`src/rtl/rv_ctrl_fsm_pkg.sv`:
```
// rv_ctrl_fsm_pkg: shared opcodes, FSM state, write-back select and ALU control types
// Ports: none (package)
package rv_ctrl_fsm_pkg;
    localparam logic [6:0] OP_LUI    = 7'b0110111;
    localparam logic [6:0] OP_AUIPC  = 7'b0010111;
    localparam logic [6:0] OP_JAL    = 7'b1101111;
    localparam logic [6:0] OP_JALR   = 7'b1100111;
    localparam logic [6:0] OP_BRANCH = 7'b1100011;
    localparam logic [6:0] OP_LOAD   = 7'b0000011;
    localparam logic [6:0] OP_STORE  = 7'b0100011;
    localparam logic [6:0] OP_IMM    = 7'b0010011;
    localparam logic [6:0] OP_OP     = 7'b0110011;
    localparam logic [31:0] NOP      = 32'h0000_0013;

    typedef enum logic [2:0] {
        S_FETCH, S_DECODE, S_EXEC, S_MEM, S_WB, S_TRAP
    } state_e;

    typedef enum logic [1:0] {
        WB_ALU = 2'b00, WB_LOAD = 2'b01, WB_PC4 = 2'b10, WB_IMM = 2'b11
    } wb_sel_e;

    // four 8-bit ALU control bytes, [0] is the least significant
    typedef logic [3:0][7:0] alu_c_t;

    function automatic logic is_legal(input logic [6:0] op);
        return op inside {OP_LUI, OP_AUIPC, OP_JAL, OP_JALR, OP_BRANCH,
                          OP_LOAD, OP_STORE, OP_IMM, OP_OP};
    endfunction
endpackage

```
`src/rtl/rv_ctrl_fsm_if.sv`:
```
// rv_ctrl_fsm_if: instruction- and data-memory handshake bus
// master = control unit (drives req/addr/we), slave = memory side (drives rdata/valid/ready)
interface rv_ctrl_fsm_if;
    logic        imem_req;
    logic [31:0] imem_addr;
    logic [31:0] imem_rdata;
    logic        imem_valid;
    logic        dmem_req;
    logic        dmem_we;
    logic        dmem_ready;

    modport master (
        output imem_req, imem_addr, dmem_req, dmem_we,
        input  imem_rdata, imem_valid, dmem_ready
    );
    modport slave (
        input  imem_req, imem_addr, dmem_req, dmem_we,
        output imem_rdata, imem_valid, dmem_ready
    );
endinterface

```
`src/rtl/rv_ctrl_fsm_imm_gen.sv`:
```
// rv_ctrl_fsm_imm_gen: sign-extended RV32I immediate (I/S/B/U/J) selected by opcode
// instr_i: latched instruction word; imm_o: immediate, 0 for R-type/unknown
module rv_ctrl_fsm_imm_gen
    import rv_ctrl_fsm_pkg::*;
(
    input  logic [31:0] instr_i,
    output logic [31:0] imm_o
);
    logic [6:0] op;
    assign op = instr_i[6:0];

    always_comb begin
        imm_o = (op == OP_LUI || op == OP_AUIPC) ? {instr_i[31:12], 12'b0} :
                (op == OP_JAL) ? {{11{instr_i[31]}}, instr_i[31], instr_i[19:12], instr_i[20], instr_i[30:21], 1'b0} :
                (op == OP_BRANCH) ? {{19{instr_i[31]}}, instr_i[31], instr_i[7], instr_i[30:25], instr_i[11:8], 1'b0} :
                (op == OP_STORE) ? {{20{instr_i[31]}}, instr_i[31:25], instr_i[11:7]} :
                (op inside {OP_IMM, OP_LOAD, OP_JALR}) ? {{20{instr_i[31]}}, instr_i[31:20]} :
                32'h0;
    end
endmodule

```
`src/rtl/rv_ctrl_fsm.sv`:
```
// rv_ctrl_fsm: multi-cycle RV32I control unit (fetch, decode, ALU control, PC sequencing)
// clk/rst_n: clock, synchronous active-low reset
// bus: imem/dmem handshake (master)
// alu_zero_i: branch condition; alu_res_i: ALU result, used as the JALR target
// alu_c_o, src_a_sel_o, src_b_sel_o, imm_o: ALU control; rs1/rs2/rd_o, rf_we_o, wb_sel_o: register file
// pc_o: current PC; illegal_o: sticky unsupported-opcode flag
module rv_ctrl_fsm
    import rv_ctrl_fsm_pkg::*;
#(
    parameter logic [31:0] RESET_PC = 32'h0000_0000
) (
    input  logic               clk,
    input  logic               rst_n,
    rv_ctrl_fsm_if.master      bus,
    input  logic               alu_zero_i,
    input  logic [31:0]        alu_res_i,
    output alu_c_t             alu_c_o,
    output logic               src_a_sel_o,
    output logic               src_b_sel_o,
    output logic [31:0]        imm_o,
    output logic [4:0]         rs1_o,
    output logic [4:0]         rs2_o,
    output logic [4:0]         rd_o,
    output logic               rf_we_o,
    output wb_sel_e            wb_sel_o,
    output logic [31:0]        pc_o,
    output logic               illegal_o
);
    state_e      state_q;
    logic [31:0] pc_q, npc_q, instr_q, pc_inc_d, pc_tgt_d;
    logic        imem_req_q, dmem_req_q, illegal_q;
    logic [6:0]  opcode;
    logic        act, force_add;

    rv_ctrl_fsm_imm_gen u_imm (.instr_i(instr_q), .imm_o(imm_o));

    assign opcode    = instr_q[6:0];
    assign rs1_o     = instr_q[19:15];
    assign rs2_o     = instr_q[24:20];
    assign rd_o      = instr_q[11:7];
    assign pc_o      = pc_q;
    assign illegal_o = illegal_q;
    assign pc_inc_d  = pc_q + 32'd4;
    assign pc_tgt_d  = pc_q + imm_o;
    // decode outputs are held through MEM/WB so the datapath can finish the op
    assign act       = state_q inside {S_EXEC, S_MEM, S_WB};
    assign force_add = opcode inside {OP_LOAD, OP_STORE, OP_JAL, OP_JALR, OP_AUIPC};

    assign bus.imem_req  = imem_req_q;
    assign bus.imem_addr = pc_q;
    assign bus.dmem_req  = dmem_req_q;
    assign bus.dmem_we   = dmem_req_q && opcode == OP_STORE;

    always_comb begin
        alu_c_o     = act ? {{1'b0, opcode}, {3'b0, instr_q[24:20]}, {1'b0, instr_q[31:25]},
                             {force_add, 4'b0, instr_q[14:12]}} : '0;
        src_a_sel_o = act && (opcode == OP_AUIPC || opcode == OP_JAL);
        src_b_sel_o = act && !(opcode inside {OP_OP, OP_BRANCH});
        wb_sel_o    = !act ? WB_ALU :
                      opcode == OP_LOAD ? WB_LOAD :
                      (opcode == OP_JAL || opcode == OP_JALR) ? WB_PC4 :
                      opcode == OP_LUI ? WB_IMM : WB_ALU;
        rf_we_o     = state_q == S_WB && rd_o != 5'd0;
    end

    // pc only moves when leaving EXEC (branch), MEM (store) or WB, so WB still sees the
    // instruction's own pc for the pc+4 link; npc_q carries the target until then
    always_ff @(posedge clk) begin
        if (!rst_n) begin
            state_q    <= S_FETCH;
            pc_q       <= RESET_PC;
            npc_q      <= RESET_PC;
            instr_q    <= NOP;
            imem_req_q <= 1'b0;
            dmem_req_q <= 1'b0;
            illegal_q  <= 1'b0;
        end else begin
            case (state_q)
                S_FETCH: begin
                    if (imem_req_q && bus.imem_valid) begin
                        instr_q    <= bus.imem_rdata;
                        imem_req_q <= 1'b0;
                        state_q    <= S_DECODE;
                    end else begin
                        imem_req_q <= 1'b1;
                    end
                end
                S_DECODE: begin
                    illegal_q <= !is_legal(opcode);
                    state_q   <= is_legal(opcode) ? S_EXEC : S_TRAP;
                end
                S_EXEC: begin
                    npc_q <= opcode == OP_JAL ? pc_tgt_d :
                             opcode == OP_JALR ? (alu_res_i & ~32'd1) : pc_inc_d;
                    if (opcode == OP_BRANCH) begin
                        pc_q       <= alu_zero_i ? pc_tgt_d : pc_inc_d;
                        imem_req_q <= 1'b1;
                        state_q    <= S_FETCH;
                    end else if (opcode == OP_LOAD || opcode == OP_STORE) begin
                        dmem_req_q <= 1'b1;
                        state_q    <= S_MEM;
                    end else begin
                        state_q <= S_WB;
                    end
                end
                S_MEM: begin
                    if (bus.dmem_ready) begin
                        dmem_req_q <= 1'b0;
                        if (opcode == OP_STORE) begin
                            pc_q       <= npc_q;
                            imem_req_q <= 1'b1;
                            state_q    <= S_FETCH;
                        end else begin
                            state_q <= S_WB;
                        end
                    end
                end
                S_WB: begin
                    pc_q       <= npc_q;
                    imem_req_q <= 1'b1;
                    state_q    <= S_FETCH;
                end
                default: state_q <= S_TRAP;
            endcase
        end
    end
endmodule

```
`src/flat_wrapper.sv`:
```
// flat-port wrapper written by rule: the top's interface ports become plain ports
module rv_ctrl_fsm_flat import rv_ctrl_fsm_pkg::*;
#(
    parameter logic [31:0] RESET_PC = 32'h0000_0000
)
  (clk, rst_n, alu_zero_i, alu_res_i, alu_c_o, src_a_sel_o, src_b_sel_o, imm_o, rs1_o, rs2_o, rd_o, rf_we_o, wb_sel_o, pc_o, illegal_o, bus_imem_req, bus_imem_addr, bus_dmem_req, bus_dmem_we, bus_imem_rdata, bus_imem_valid, bus_dmem_ready);
  rv_ctrl_fsm_if bus_i ();
  input  logic clk;
  input  logic rst_n;
  input  logic alu_zero_i;
  input  logic [31:0] alu_res_i;
  output alu_c_t alu_c_o;
  output logic src_a_sel_o;
  output logic src_b_sel_o;
  output logic [31:0] imm_o;
  output logic [4:0] rs1_o;
  output logic [4:0] rs2_o;
  output logic [4:0] rd_o;
  output logic rf_we_o;
  output wb_sel_e wb_sel_o;
  output logic [31:0] pc_o;
  output logic illegal_o;
  output wire logic [$bits(bus_i.imem_req)-1:0] bus_imem_req;
  output wire logic [$bits(bus_i.imem_addr)-1:0] bus_imem_addr;
  output wire logic [$bits(bus_i.dmem_req)-1:0] bus_dmem_req;
  output wire logic [$bits(bus_i.dmem_we)-1:0] bus_dmem_we;
  input wire logic [$bits(bus_i.imem_rdata)-1:0] bus_imem_rdata;
  input wire logic [$bits(bus_i.imem_valid)-1:0] bus_imem_valid;
  input wire logic [$bits(bus_i.dmem_ready)-1:0] bus_dmem_ready;
  assign bus_imem_req = bus_i.imem_req;
  assign bus_imem_addr = bus_i.imem_addr;
  assign bus_dmem_req = bus_i.dmem_req;
  assign bus_dmem_we = bus_i.dmem_we;
  assign bus_i.imem_rdata = bus_imem_rdata;
  assign bus_i.imem_valid = bus_imem_valid;
  assign bus_i.dmem_ready = bus_dmem_ready;
  rv_ctrl_fsm #(.RESET_PC(RESET_PC)) u_core (.clk(clk), .rst_n(rst_n), .bus(bus_i), .alu_zero_i(alu_zero_i), .alu_res_i(alu_res_i), .alu_c_o(alu_c_o), .src_a_sel_o(src_a_sel_o), .src_b_sel_o(src_b_sel_o), .imm_o(imm_o), .rs1_o(rs1_o), .rs2_o(rs2_o), .rd_o(rd_o), .rf_we_o(rf_we_o), .wb_sel_o(wb_sel_o), .pc_o(pc_o), .illegal_o(illegal_o));
endmodule
```
`config.mk`:
```
export PLATFORM = sky130hd
export DESIGN_NAME = rv_ctrl_fsm_flat
export DESIGN_NICKNAME = d
export VERILOG_FILES = /design/src/rtl/rv_ctrl_fsm_pkg.sv /design/src/rtl/rv_ctrl_fsm_if.sv /design/src/rtl/rv_ctrl_fsm_imm_gen.sv /design/src/rtl/rv_ctrl_fsm.sv /design/src/flat_wrapper.sv
export SDC_FILE = /design/constraint.sdc
export NUM_CORES = 1
export LEC_CHECK = 0
export BUFFER_PORTS_ARGS = -buffer_cell sky130_fd_sc_hd__buf_2
export CORE_ASPECT_RATIO = 0.9
export CORE_MARGIN = 5
export CORE_UTILIZATION = 35
export CTS_CLUSTER_DIAMETER = 120
export DETAILED_ROUTE_END_ITERATION = 8
export SLEW_MARGIN = 20
export SYNTH_ARGS = -nofsm -noshare
export SYNTH_HDL_FRONTEND = slang
export SYNTH_SLANG_ARGS = --single-unit
export TNS_END_PERCENT = 5
```
`constraint.sdc`:
```
create_clock -name clk -period 3.85 [get_ports clk]
set_input_delay 0.385 -clock clk [delete_from_list [all_inputs] [get_ports clk]]
set_output_delay 0.385 -clock clk [all_outputs]
set_load 0.05 [all_outputs]
```
Word level (Yosys, flattened, before mapping):

Index checks and enable logic that the tools add are counted.
Widths: inputs -> output; s select.

* flip-flop bits (word level): 102
* logic and storage cells: 86
* input bits: 69
* output and inout bits: 152

* mux-type cells: 33
* equality and inequality tests: 19
* reduce and logical (&&, ||, !) cells: 25
* add/subtract/negate cells: 2

Operators with widths (count)
* $mux 32: 11
* $pmux 32 s3: 1
* $add 32x3->32 const B: 1
* $add 32x32->32: 1
* $mux 31: 1
* $eq 7x6->1 const B: 3
* $eq 7x7->1 const B: 3
* $mux 3: 6
* $pmux 3 s5: 1
* $eq 7x5->1 const B: 2
* $reduce_and 4->1: 3
* $ne 2x2->1 const B: 5
* $reduce_bool 5->1: 2
* $reduce_bool 9->1: 1
* $mux 2: 4
* $eq 7x2->1 const B: 1
* $mux 1: 7
* $eq 3x2->1 const B: 2
* $reduce_bool 3->1: 2
* $logic_and 1x1->1: 5
* $logic_or 1x1->1: 4
* $pmux 1 s4: 1
* $reduce_and 2->1: 2
* $reduce_bool 2->1: 2
* 7 further kinds: 8

Logic depth before layout (Yosys ltp):

Gate-level depths: netlist of the first run.

* depth after elaboration: 11
* mapped depth: 19

Hierarchy:

Synthesis of the first run repeated with hierarchy kept, for this count alone.

* cells, all modules: 1146
* area total of the unflattened synthesis: 8380.5 sq um

Modules (own cells, without submodules)
* rv_ctrl_fsm: sequential area each 2042.0 sq um, instances 1, area an instance 7955.1 sq um, cells an instance 1083
* rv_ctrl_fsm_imm_gen: sequential area each 0.0 sq um, instances 1, area an instance 425.4 sq um, cells an instance 63

Least setup slack after synthesis of the first run:

No wires, ideal clock.

* path type: reg2reg
* start point: reg u_core.instr_q[5]
* end point: reg u_core.npc_q[31]
* arrival: 4.110 ns
* clock period less this slack: 4.227 ns
* data required time: 3.734 ns
* buffers on the path: 2
* cell stages (with the launch flop): 19
* library setup time: 0.116 ns
* path slack: -0.377 ns
* cell sequence: dfxtp_1 buf_2 nor2b_1 nand3_1 nor2_1 buf_2 nand2_1 o21ai_1 a21o_1 ha_1 a21o_1 a21oi_1 o21a_2 o31ai_4 a211o_1 a21oi_4 a2bb2oi_1 nand3_1 a31o_2

* longest elaborated chain between the ends: 9
* elaborated cells between the ends (all ways): 18

RTL lines
* start, declared: line rv_ctrl_fsm.sv:30 `logic [31:0] pc_q, npc_q, instr_q, pc_inc_d, pc_tgt_d;`
* start signal, assigned: line rv_ctrl_fsm.sv:81 `instr_q <= bus.imem_rdata;`
* $eq 7x5->1, or another cell as far along: line rv_ctrl_fsm_imm_gen.sv:17 `(op inside {OP_IMM, OP_LOAD, OP_JALR}) ? {{20{instr_i[31]}}, instr_i[31:20]} :`
* $reduce_bool 3->1: line rv_ctrl_fsm_imm_gen.sv:17
* $mux 32: line rv_ctrl_fsm_imm_gen.sv:17
* $mux 32: line rv_ctrl_fsm_imm_gen.sv:16 `(op == OP_STORE) ? {{20{instr_i[31]}}, instr_i[31:25], instr_i[11:7]} :`
* $mux 32: line rv_ctrl_fsm_imm_gen.sv:15 `(op == OP_BRANCH) ? {{19{instr_i[31]}}, instr_i[31], instr_i[7], instr_i[30:25], instr_i[11:8], 1'b0} :`
* $mux 32: line rv_ctrl_fsm_imm_gen.sv:14 `(op == OP_JAL) ? {{11{instr_i[31]}}, instr_i[31], instr_i[19:12], instr_i[20], instr_i[30:21], 1'b0} :`
* $mux 32 *: line rv_ctrl_fsm_imm_gen.sv:13 `imm_o = (op == OP_LUI || op == OP_AUIPC) ? {instr_i[31:12], 12'b0} :`
* via imm_o[13]: line flat_wrapper.sv:15 `output logic [31:0] imm_o;`
* $add 32x32->32 *: line rv_ctrl_fsm.sv:44 `assign pc_tgt_d = pc_q + imm_o;`
* $mux 32 *: line rv_ctrl_fsm.sv:93 `npc_q <= opcode == OP_JAL ? pc_tgt_d :`
* end signal, assigned: line rv_ctrl_fsm.sv:93
* end, declared: line rv_ctrl_fsm.sv:30

The timed path passes the listed nets; every way through them passes the cells marked *.
A chain may end at the register's enable or synchronous reset.

Final worst setup path of the first run:

* start point: reg u_core.instr_q[5]
* end point: reg u_core.pc_q[28] (netlist: u_core.bus.imem_addr[28])

* longest elaborated chain between the ends: 11
* elaborated cells between the ends (all ways): 22

RTL lines
* $eq 7x5->1, or another cell as far along: line rv_ctrl_fsm_imm_gen.sv:17
* $reduce_bool 3->1: line rv_ctrl_fsm_imm_gen.sv:17
* $mux 32: line rv_ctrl_fsm_imm_gen.sv:17
* $mux 32: line rv_ctrl_fsm_imm_gen.sv:16
* $mux 32: line rv_ctrl_fsm_imm_gen.sv:15
* $mux 32: line rv_ctrl_fsm_imm_gen.sv:14
* $mux 32: line rv_ctrl_fsm_imm_gen.sv:13
* $add 32x32->32: line rv_ctrl_fsm.sv:44
* $mux 32: line rv_ctrl_fsm.sv:96 `pc_q <= alu_zero_i ? pc_tgt_d : pc_inc_d;`
* $mux 32: line rv_ctrl_fsm.sv:95 `if (opcode == OP_BRANCH) begin`
* $pmux 32 s3: line rv_ctrl_fsm.sv:78 `case (state_q)`
* end signal, assigned: line rv_ctrl_fsm.sv:96
* end signal, assigned: line rv_ctrl_fsm.sv:110 `pc_q <= npc_q;`
* end signal, assigned: line rv_ctrl_fsm.sv:119 `pc_q <= npc_q;`
* end, declared: line rv_ctrl_fsm.sv:30

Several ways; a longest one is shown, not always the timed one. The select of a mux whose other input is x is not followed.

==> results of run 1 <==
==> metal layers <==
layer / track usage / routed length, um / part of all wire / vias to the layer above
li1: - / - / - / 4378
met1: 0.3551 / 15180 / 0.47 / 4217
met2: 0.3394 / 13630 / 0.42 / 417
met3: 0.05827 / 3330 / 0.10 / 32
met4: 0.04266 / 459 / 0.014 / 2
met5: 0 / 7 / 0.00021 / -
==> through the flow <==
stage,utilization,setup WS [ps],setup TNS [ps]
final,0.4263,132.1,0
after detailed placement,0.4105,88.36,0
after CTS,0.4229,60.12,0
after global routing,0.4263,-14.17,-45.19
after floorplan,-,-24.56,-74.42
after global placement,0.4105,88.47,0
==> cell type report <==
class	instances	area, um2
clock buffers	9	225.2
clock inverters	7	63.81
fillers	2447	13350
inverters	17	63.81
multi-input cells	902	5592
flip-flops and latches	102	2047
well taps	302	377.9
repair buffers	277	1554
==> power groups by stage <==
| stage | combinational [mW] | sequential (mW) | clock (mW) |
|---|---|---|---|
| 6_report | 1.76 | 1.30 | 0.941 |
| 5_1_grt | 1.89 | 1.31 | 0.980 |
| 4_1_cts | 1.74 | 1.29 | 0.954 |
| 3_5_place_dp | 1.73 | 1.32 | 0 |
| 3_3_place_gp | 1.73 | 1.31 | 0 |
| 2_1_floorplan | 1.18 | 1.36 | 0 |
==> placed cells by master (no fill, tap or decap), drive strengths merged, types with 3 or more instances in the layout <==
cell	Yosys	layout
buf	71	277
nand2	150	150
a21oi	135	135
dfxtp	102	102
nor2	95	95
o21ai	61	61
nand3	39	39
a21o	37	37
nor2b	33	33
ha	32	32
nor3	30	30
a211oi	29	29
xnor2	26	26
xor2	25	25
a31oi	21	21
inv	17	20
and3	18	18
o211ai	18	18
and2	15	15
nand4	13	13
or3	13	13
mux2i	13	13
conb	1	9
clkbuf	61	9
o21bai	6	6
o31ai	6	6
o21a	6	6
a221oi	5	5
a22o	5	5
a311oi	5	5
and4	4	4
o221ai	4	4
a2bb2oi	4	4
nor4	4	4
clkinv	0	4
a211o	3	3
o22ai	3	3
a32o	3	3
==> worst max-delay path: stages, from the launching register on <==
cell	delay (ps)
dfxtp_1	320
nor2b_1	130
buf_4	140
and2_4	160
buf_4	170
a32o_2	320
ha_1	240
fa_1	400
a21oi_1	280
o2111ai_1	260
nand3_1	210
o21ai_1	130
a41o_1	250
a211o_1	370
nand3_1	120
a311oi_1	90
==> sequential cells by signal, indices dropped and copies added (netlist names) <==
register              flops
u_core.instr_q           32
u_core.npc_q             32
u_core.state_q            3
u_core.bus.imem_addr     32
u_core.illegal_o          1
u_core.bus.dmem_req       1
u_core.bus.imem_req       1
==> synthesized netlist by cell type (all sizes together) (3+ instances only) <==
| cell | number | area share |
|---|---|---|
| a211o | 3 | 0.0032 |
| a211oi | 29 | 0.027 |
| a21o | 37 | 0.034 |
| a21oi | 135 | 0.083 |
| a221oi | 5 | 0.0053 |
| a22o | 5 | 0.0053 |
| a2bb2oi | 4 | 0.0042 |
| a311oi | 5 | 0.0061 |
| a31oi | 21 | 0.016 |
| a32o | 3 | 0.0036 |
| and2 | 15 | 0.011 |
| and3 | 18 | 0.014 |
| and4 | 4 | 0.0042 |
| buf | 71 | 0.061 |
| clkbuf | 61 | 0.028 |
| dfxtp | 102 | 0.25 |
| ha | 32 | 0.049 |
| inv | 17 | 0.0077 |
| mux2i | 13 | 0.016 |
| nand2 | 150 | 0.068 |
| nand3 | 39 | 0.024 |
| nand4 | 13 | 0.0099 |
| nor2 | 95 | 0.044 |
| nor2b | 33 | 0.025 |
| nor3 | 30 | 0.019 |
| nor4 | 4 | 0.0030 |
| o211ai | 18 | 0.016 |
| o21a | 6 | 0.0056 |
| o21ai | 61 | 0.038 |
| o21bai | 6 | 0.0055 |
| o221ai | 4 | 0.0042 |
| o22ai | 3 | 0.0023 |
| o31ai | 6 | 0.0071 |
| or3 | 13 | 0.0099 |
| xnor2 | 26 | 0.028 |
| xor2 | 25 | 0.027 |
==> what timing repair did <==
action / 4_1_cts / 5_1_grt
setup endpoints to repair: 0 / 29
gates resized for setup: 0 / 21
buffers inserted: 0 / 1
==> cell families after synthesis <==
logic type               Yosys count
AND/OR/NAND/NOR                  427
AO/OA/AOI/OAI                    367
buffers and inverters            149
flip-flops                       102
XOR/XNOR                          51
adder cells (fa/ha/maj)           34
multiplexers                      14
other                              1
==> final timing paths <==
| path | from | endpoint | cells past startpoint |
|---|---|---|---|
| max | u_core.instr_q[5] | u_core.bus.imem_addr[28] | 15 |
| min | bus_imem_rdata[0] | u_core.instr_q[0] | 3 |
| max reg2reg | u_core.instr_q[5] | u_core.bus.imem_addr[28] | 15 |
| min reg2reg | u_core.npc_q[20] | u_core.npc_q[20] | 2 |
==> results.cfg, run 1 <==
[routing]
vias_per_cell = 5.598
wl_um = 32600
routedWlPerCell_um = 20.17
first_iter_violations = 812
first_pass_iters = 5
drc_errors = 0
ant_nets = 0
routed-via-count = 9046

[floorplanning]
start_util = 0.3544
core_area_um2 = 23280
io_pins = 221
num_rows = 53
die_x_um = 171.8
die_h_um = 155.6
die_area_um2 = 26740

[grt]
grt_antenna_before_repair = 1
grt_pass1_vias = 8276
grt-ovfl-total = 0
track_usage = 0.2346
grt_max_degree = 58
grt_pass1_wl_um = 49130

[cts]
clock_sinks = 102
clk_pin_slew_ps = 90
insertion_delay_ps = 360
clockBufferDepth = 2
cts_tree = built
cts_hold_buf = 0
cts-root-buf = clkbuf_16
cts_buffers = 9
htree_levels = 3

[yosys]
syn_inst = 1145
synth-main-ff-cell = dfxtp_1
synth_seq_cells = 102
synthArstFlopShare = 0
synth-compound-area-share = 0.2863
synth-simple-area-share = 0.2447
synth_mux_area_frac = 0.01760
synth-edff-count = 0
ys_types = 75
synth_top_family_by_area = compound AO/OA/AOI/OAI gates
avgSynthCellArea_um2 = 7.203
synth_xor_area_frac = 0.05507
synthAdderAreaFrac = 0.05218
seq_area_frac_synth = 0.2476
ys_warn_count = 0
syn_area_um2 = 8248

[timing]
setup_viol = 0
tightest_slew_ps = 799.9
fin_skew_ps = 12.02
slew_headroom = 0.4618
holdWs_ps = 235.1
fmax_mhz = 269.0
post-route-min-period_ps = 3718
min_period_over_period = 0.9657
rsz0062_at_grt = true
hold_violations = 0
finalMaxSlewViolations = 0

[placed_design]
numPortBuffers = 210
dpl_cell_area_um2 = 9554
gp_congestion = 0.9322
hpwl_um = 24730
place_inst = 1599

[critical_path]
cp_max_fo = 10
path_class = reg -> reg
cp-end-kind = flip-flop
critPathArrivalTime_ps = 3940
start_kind = flip-flop
crit_required_ps = 4070
rrSetupSlack_ps = 130

[power]
internal_power_mw = 2.124
power_density_nw_per_um2 = 403.2
p_sw_frac = 0.4690
power.leakage_nw = 4.639
vdd_drop_max_uv = 214.8
p_sw_mw = 1.877
clock_power_share = 0.235
pwr-share-comb = 0.440
power_frac_seq = 0.324
fin_total_pwr_mw = 4.001

[final_layout]
nNetsFinal = 1411
n_antenna_cell = 0
areaGrowthSynthToFinish_pct = 20.31
stdcell_area_um2 = 9923
drive_gt1_frac = 0.2679
instances_no_fill = 1616

[run]
drv_cap = 0

[hold_path]
hp-class = in -> reg

[outcome]
status = complete, no violations
(Power assumes the default switching activity.)
==> run 2, diff against run 1 <==
--- a/config.mk
+++ b/config.mk
@@ -6,11 +6,13 @@
 export NUM_CORES = 1
 export LEC_CHECK = 0
 export BUFFER_PORTS_ARGS = -buffer_cell sky130_fd_sc_hd__buf_2
-export CORE_ASPECT_RATIO = 0.9
+export CORE_ASPECT_RATIO = 0.5
 export CORE_MARGIN = 5
-export CORE_UTILIZATION = 35
+export CORE_UTILIZATION = 49
 export CTS_CLUSTER_DIAMETER = 120
 export DETAILED_ROUTE_END_ITERATION = 8
+export PLACE_DENSITY = 0.78
+export REMOVE_ABC_BUFFERS = 1
 export SLEW_MARGIN = 20
 export SYNTH_ARGS = -nofsm -noshare
 export SYNTH_HDL_FRONTEND = slang
==> run 2 against run 1 <==
Global-route usage is 6.3 points higher. Cell count is 4.1% lower. Count of clock-buffer cells in the layout is 1 higher. Worst hold slack better by 3.3 ps. Routed wire length is 5.4% lower. Register-to-register slack worse by 30 ps. Critical endpoint is now u_core.npc_q[31]. Largest power group unchanged.
==> results.cfg, run 2 (synthesis gave the netlist of run 1 again) <==
[final_layout]
areaGrowthSynthToFinish_pct = 19.31
instances_no_fill = 1549
fill_cells = 1545
finish.utilization = 0.5988
final_common_cell = buf_2
nNetsFinal = 1419
layout_common_cells = buf_2 (210), nand2_1 (147), a21oi_1 (129)
multi_input_area_um2 = 5539
drive_gt1_frac = 0.2595
seqCellArea_um2 = 2048
n_antenna_cell = 0

[cts]
clock_sinks = 102
cts_buffers = 9
clk_pin_slew_ps = 80
cts_hold_buf = 0
clockBufferDepth = 2
insertion_delay_ps = 360
cts-root-buf = clkbuf_16
cts_tree = built
htree_levels = 3

[critical_path]
crit_required_ps = 4100
cp_max_fo = 7
cp_slowest_cell = dfxtp_1
cp_top_family = compound AO/OA/AOI/OAI gates
critical_path_buf_inv_count = 1
critPathArrivalTime_ps = 4000
r2r_start = u_core.instr_q[5]
path_class = reg -> reg
path_cells = nor2b_2, nand3_2, or2_2, buf_4, nand2_2, a22o_1, ha_1, a211oi_1, o21bai_1, o21ai_2, o31ai_4, a211o_1, a21oi_4, a2bb2oi_1, nand3_1, a31o_2
rrSetupSlack_ps = 100
rr_worst_depth = 16
cp-end-kind = flip-flop
max_stage_delay_ps = 330
start_kind = flip-flop
r2r_end = u_core.npc_q[31]

[hold_path]
hold_path_depth = 3
hp-class = in -> reg
min_to = u_core.instr_q[1]
worstHoldStart = bus_imem_rdata[1]

[routing]
drc_errors = 0
routed-via-count = 9455
ant_nets = 0
first_iter_violations = 1093
routedWlPerCell_um = 19.91
wl_um = 30830
vias_per_cell = 6.104
first_pass_iters = 5

[timing]
rsz0062_at_grt = true
holdWs_ps = 238.4
fin_setup_tns_ps = 0
finalMaxSlewViolations = 0
slew_headroom = 0.3903
min_period_over_period = 0.9739
fin_skew_ps = 14.41
hold_violations = 0
tightest_slew_ps = 912.4
fmax_mhz = 266.7
setup_viol = 0
post-route-min-period_ps = 3750

[floorplanning]
io_pins = 221
die_area_um2 = 19680
core_area_um2 = 16430
die_h_um = 101.7
num_rows = 33
start_util = 0.5019
die_x_um = 193.5

[run]
drv_cap = 0

[power]
p_sw_frac = 0.4669
p_sw_mw = 1.856
power_frac_seq = 0.323
fin_total_pwr_mw = 3.975
power.leakage_nw = 4.688
clock_power_share = 0.239
pwr-share-comb = 0.438
power_density_nw_per_um2 = 403.9
vdd_drop_max_uv = 242.3
internal_power_mw = 2.119

[grt]
grt_max_degree = 48
grt_pass1_vias = 8722
grt_pass1_wl_um = 47430
grtUsageMet3 = 0.07145
grt-ovfl-total = 0
grt-busiest-layer = met2
grt_antenna_before_repair = 0
globalRouteMet1Util = 0.3995
track_usage = 0.2974
grt_use_met2 = 0.4785

[placed_design]
place_inst = 1529
hpwl_um = 22640
gp_congestion = 1.000
numPortBuffers = 210

[outcome]
status = complete, no violations
-- run 2: cell count changes in the layout (fill, tap and decap cells not counted), moves of 2 or more --
cell,previous run,this run
a21o_1,28,37
buf_4,67,75
a21o_4,5,0
a21o_2,4,0
a22o_1,1,5
a22o_2,3,0
clkinv_2,2,0
clkinvlp_4,0,2
nor2_2,4,2
xor2_1,22,24
xor2_2,3,1
-- run 2: worst max path at each step --
stage	endpoint	depth (start not counted)	start	slack [ps]
finish	u_core.npc_q[31]	16	u_core.instr_q[5]	100
CTS	u_core.npc_q[31]	16	u_core.instr_q[5]	30
floorplan	u_core.bus.imem_addr[27]	16	u_core.instr_q[5]	-1250
global placement	u_core.bus.imem_addr[27]	17	u_core.instr_q[5]	60
global route	u_core.bus.imem_addr[28]	17	u_core.instr_q[3]	-60
detailed placement	u_core.npc_q[31]	16	u_core.instr_q[5]	-60
-- run 2: repair_timing --
action | 4_1_cts | 5_1_grt
setup buffers | 0 | 4
resized for setup | 1 | 24
pin swaps | 0 | 10
setup endpoints to repair | 6 | 32
endpoints found under the hold margin | 0 | 0
-- run 2: area by class of cell --
cell class | instances | share of cell area
clock buffers | 10 | 0.02428
flip-flops and latches | 102 | 0.2081
well taps | 227 | 0.02886
repair buffers | 285 | 0.1640
clock inverters | 6 | 0.005340
inverters | 17 | 0.006484
multi-input cells | 902 | 0.5629
-- run 2: per-layer routing --
layer / vias up / share of wire / wire length (um)
met1: 4420 / 0.42 / 12850
li1: 4385 / - / -
met2: 564 / 0.44 / 13610
met4: 0 / 0.027 / 845
met3: 86 / 0.11 / 3528
met5: - / 0 / 0
-- run 2: metrics by stage --
step / instance area, um2 / setup slack [ps]
detailed placement: 9434 / -64.94
CTS: 9726 / 31.60
finish: 9841 / 100.4
global route: 9841 / -58.92
global placement: 9434 / 55.60
floorplan: 7548 / -1248
-- run 2: power groups by stage --
stage / clock (mW) / sequential [mW] / combinational, mW
final: 0.950 / 1.28 / 1.74
after global routing: 0.991 / 1.30 / 1.85
after CTS: 0.947 / 1.28 / 1.69
after detailed placement: 0 / 1.30 / 1.68
after global placement: 0 / 1.30 / 1.65
after floorplan: 0 / 1.54 / 0.869
-- run 2: worst min-delay path: cells and delay by family --
| family | cells | cell delay (ps) |
|---|---|---|
| buffers and inverters | 1 | 80 |
| AND/OR/NAND/NOR | 2 | 110 |
==> run 3, diff against run 2 <==
==> constraint.sdc (replaced) <==
create_clock -name clk -period 3.85 [get_ports clk]
set_input_delay 0.1925 -clock clk [delete_from_list [all_inputs] [get_ports clk]]
set_output_delay 0.1925 -clock clk [all_outputs]
set_load 0.05 [all_outputs]
==> run 3 against run 2 <==
Via count grew 0.26%. Routed wire length grew 0.53%. Fmax is essentially flat. Count of clock-buffer cells in the layout grew 1. Critical endpoint is now u_core.bus.imem_addr[28].
==> results.cfg, run 3 (synthesis gave the netlist of run 1 again) <==
[cts]
cts_tree = built
cts-root-buf = clkbuf_16
cts_buffers = 9
cts_hold_buf = 0
clk_pin_slew_ps = 70
clock_sinks = 102
insertion_delay_ps = 360
htree_levels = 3
clockBufferDepth = 2

[power]
power_density_nw_per_um2 = 404.9
power.leakage_nw = 4.716
vdd_drop_max_uv = 272.4

[final_layout]
layout_common_cells = buf_2 (210), nand2_1 (147), a21oi_1 (126)
areaGrowthSynthToFinish_pct = 20.65
drive_gt1_frac = 0.2718
n_antenna_cell = 0
stdcell_area_um2 = 9951
final_common_cell = buf_2
nNetsFinal = 1425

[placed_design]
numPortBuffers = 210
gp_congestion = 0.9346
place_ws_ps = 4.461
dpl_cell_area_um2 = 9472
hpwl_um = 22830

[critical_path]
cp-end-kind = flip-flop
path_common_cell = a21o_1
crit_required_ps = 4070
cp_top_family = compound AO/OA/AOI/OAI gates
critPathArrivalTime_ps = 3970
cp_slowest_cell = dfxtp_2
path_cells = inv_1, nand4_1, nor2_2, o41ai_4, nor2_2, buf_4, a21o_1, ha_1, a21oi_2, o21ai_1, a21o_1, a221o_1, a21o_1, a41o_1, a211o_1, nand3_1, a311oi_1
path_class = reg -> reg
start_kind = flip-flop
max_stage_delay_ps = 410
critical_path_buf_inv_count = 2
cp_max_fo = 7

[grt]
grt_max_degree = 58
grt-ovfl-total = 0
grt_antenna_before_repair = 0
grt_pass1_wl_um = 47240
track_usage = 0.2988
grt_pass1_vias = 8850

[routing]
vias_per_cell = 6.096
wl_um = 31000
first_iter_violations = 1111
first_pass_iters = 7
ant_nets = 0
routed-via-count = 9480
drc_errors = 0
routedWlPerCell_um = 19.93

[timing]
post-route-min-period_ps = 3750
setup_viol = 0
fin_skew_ps = 7.159
rsz0062_at_grt = true
finalMaxSlewViolations = 0
min_period_over_period = 0.9740
tightest_slew_ps = 906.7
fmax_mhz = 266.7
holdWs_ps = 44.84
fin_setup_tns_ps = 0
hold_violations = 0
slew_headroom = 0.3956
setup_ws_ps = 100.2

[floorplanning]
num_rows = 33
core_area_um2 = 16430
io_pins = 221
die_h_um = 101.7
start_util = 0.5019
die_x_um = 193.5
die_area_um2 = 19680

[run]
drv_cap = 0

[hold_path]
hp-class = in -> reg

[outcome]
status = complete, no violations
[run 3: cell count changes in the layout (fill, tap and decap cells not counted), moves of 2 or more]
cell        previous run  this run
a21oi_2                5         8
a211oi_1              28        25
clkinv_2               0         2
o21ai_2                3         6
ha_1                  32        27
o21ai_1                8         6
buf_4                 75        81
a21oi_1              129       126
a211oi_2               1         4
ha_2                   0         3
clkinvlp_4             2         0
ha_4                   0         2
[run 3: cell type report]
type	instances	area, um2
timing repair buffer	291	1659
inverter	17	63.81
sequential	102	2046
multi-input combinational	902	5598
clock buffer	11	242.7
tap	227	284.0
fill	1530	6482
clock inverter	5	57.56
[run 3: per-layer routing]
layer | GRT usage | part of all wire | vias to the layer above
met3 | 0.08574 | 0.11 | 69
met1 | 0.3920 | 0.42 | 4475
li1 | - | - | 4400
met2 | 0.4771 | 0.45 | 536
met5 | 0 | 0 | -
met4 | 0.1049 | 0.021 | 0
[run 3: repair_timing]
item,in CTS,in global routing
cloned,0,0
pin swaps,1,10
setup endpoints to repair,2,31
endpoints found under the hold margin,0,0
resized for setup,2,34
setup buffers,2,3
[run 3: final timing paths]
path	from	to	slack [ps]	cells after the start
max reg2reg	u_core.instr_q[6]	u_core.bus.imem_addr[28]	100	17
max	u_core.instr_q[6]	u_core.bus.imem_addr[28]	100	17
min	bus_imem_rdata[4]	u_core.instr_q[4]	40	3
min reg2reg	u_core.npc_q[20]	u_core.npc_q[20]	450	2
[run 3: worst min-delay path, stage by stage]
cell and delay (ps):
buf_2 80, nand2_1 40, nand3_1 70
[run 3: power by group]
| group | total [mW] | leakage, nW | internal, mW | switching, mW |
|---|---|---|---|---|
| Clock | 0.978 | 0.150 | 0.525 | 0.453 |
| Combinational | 1.76 | 3.74 | 0.520 | 1.24 |
| Sequential | 1.29 | 0.828 | 1.15 | 0.140 |
| Total | 4.03 | 4.72 | 2.19 | 1.84 |
[run 3: per-stage QoR]
step	utilization	total power, mW	std cells
finish	0.6055	4.029	1555
global route	0.6055	4.193	1555
CTS	0.5956	3.956	1552
detailed placement	0.5764	2.996	1534
global placement	0.5764	2.970	1534
floorplan	-	2.410	1021
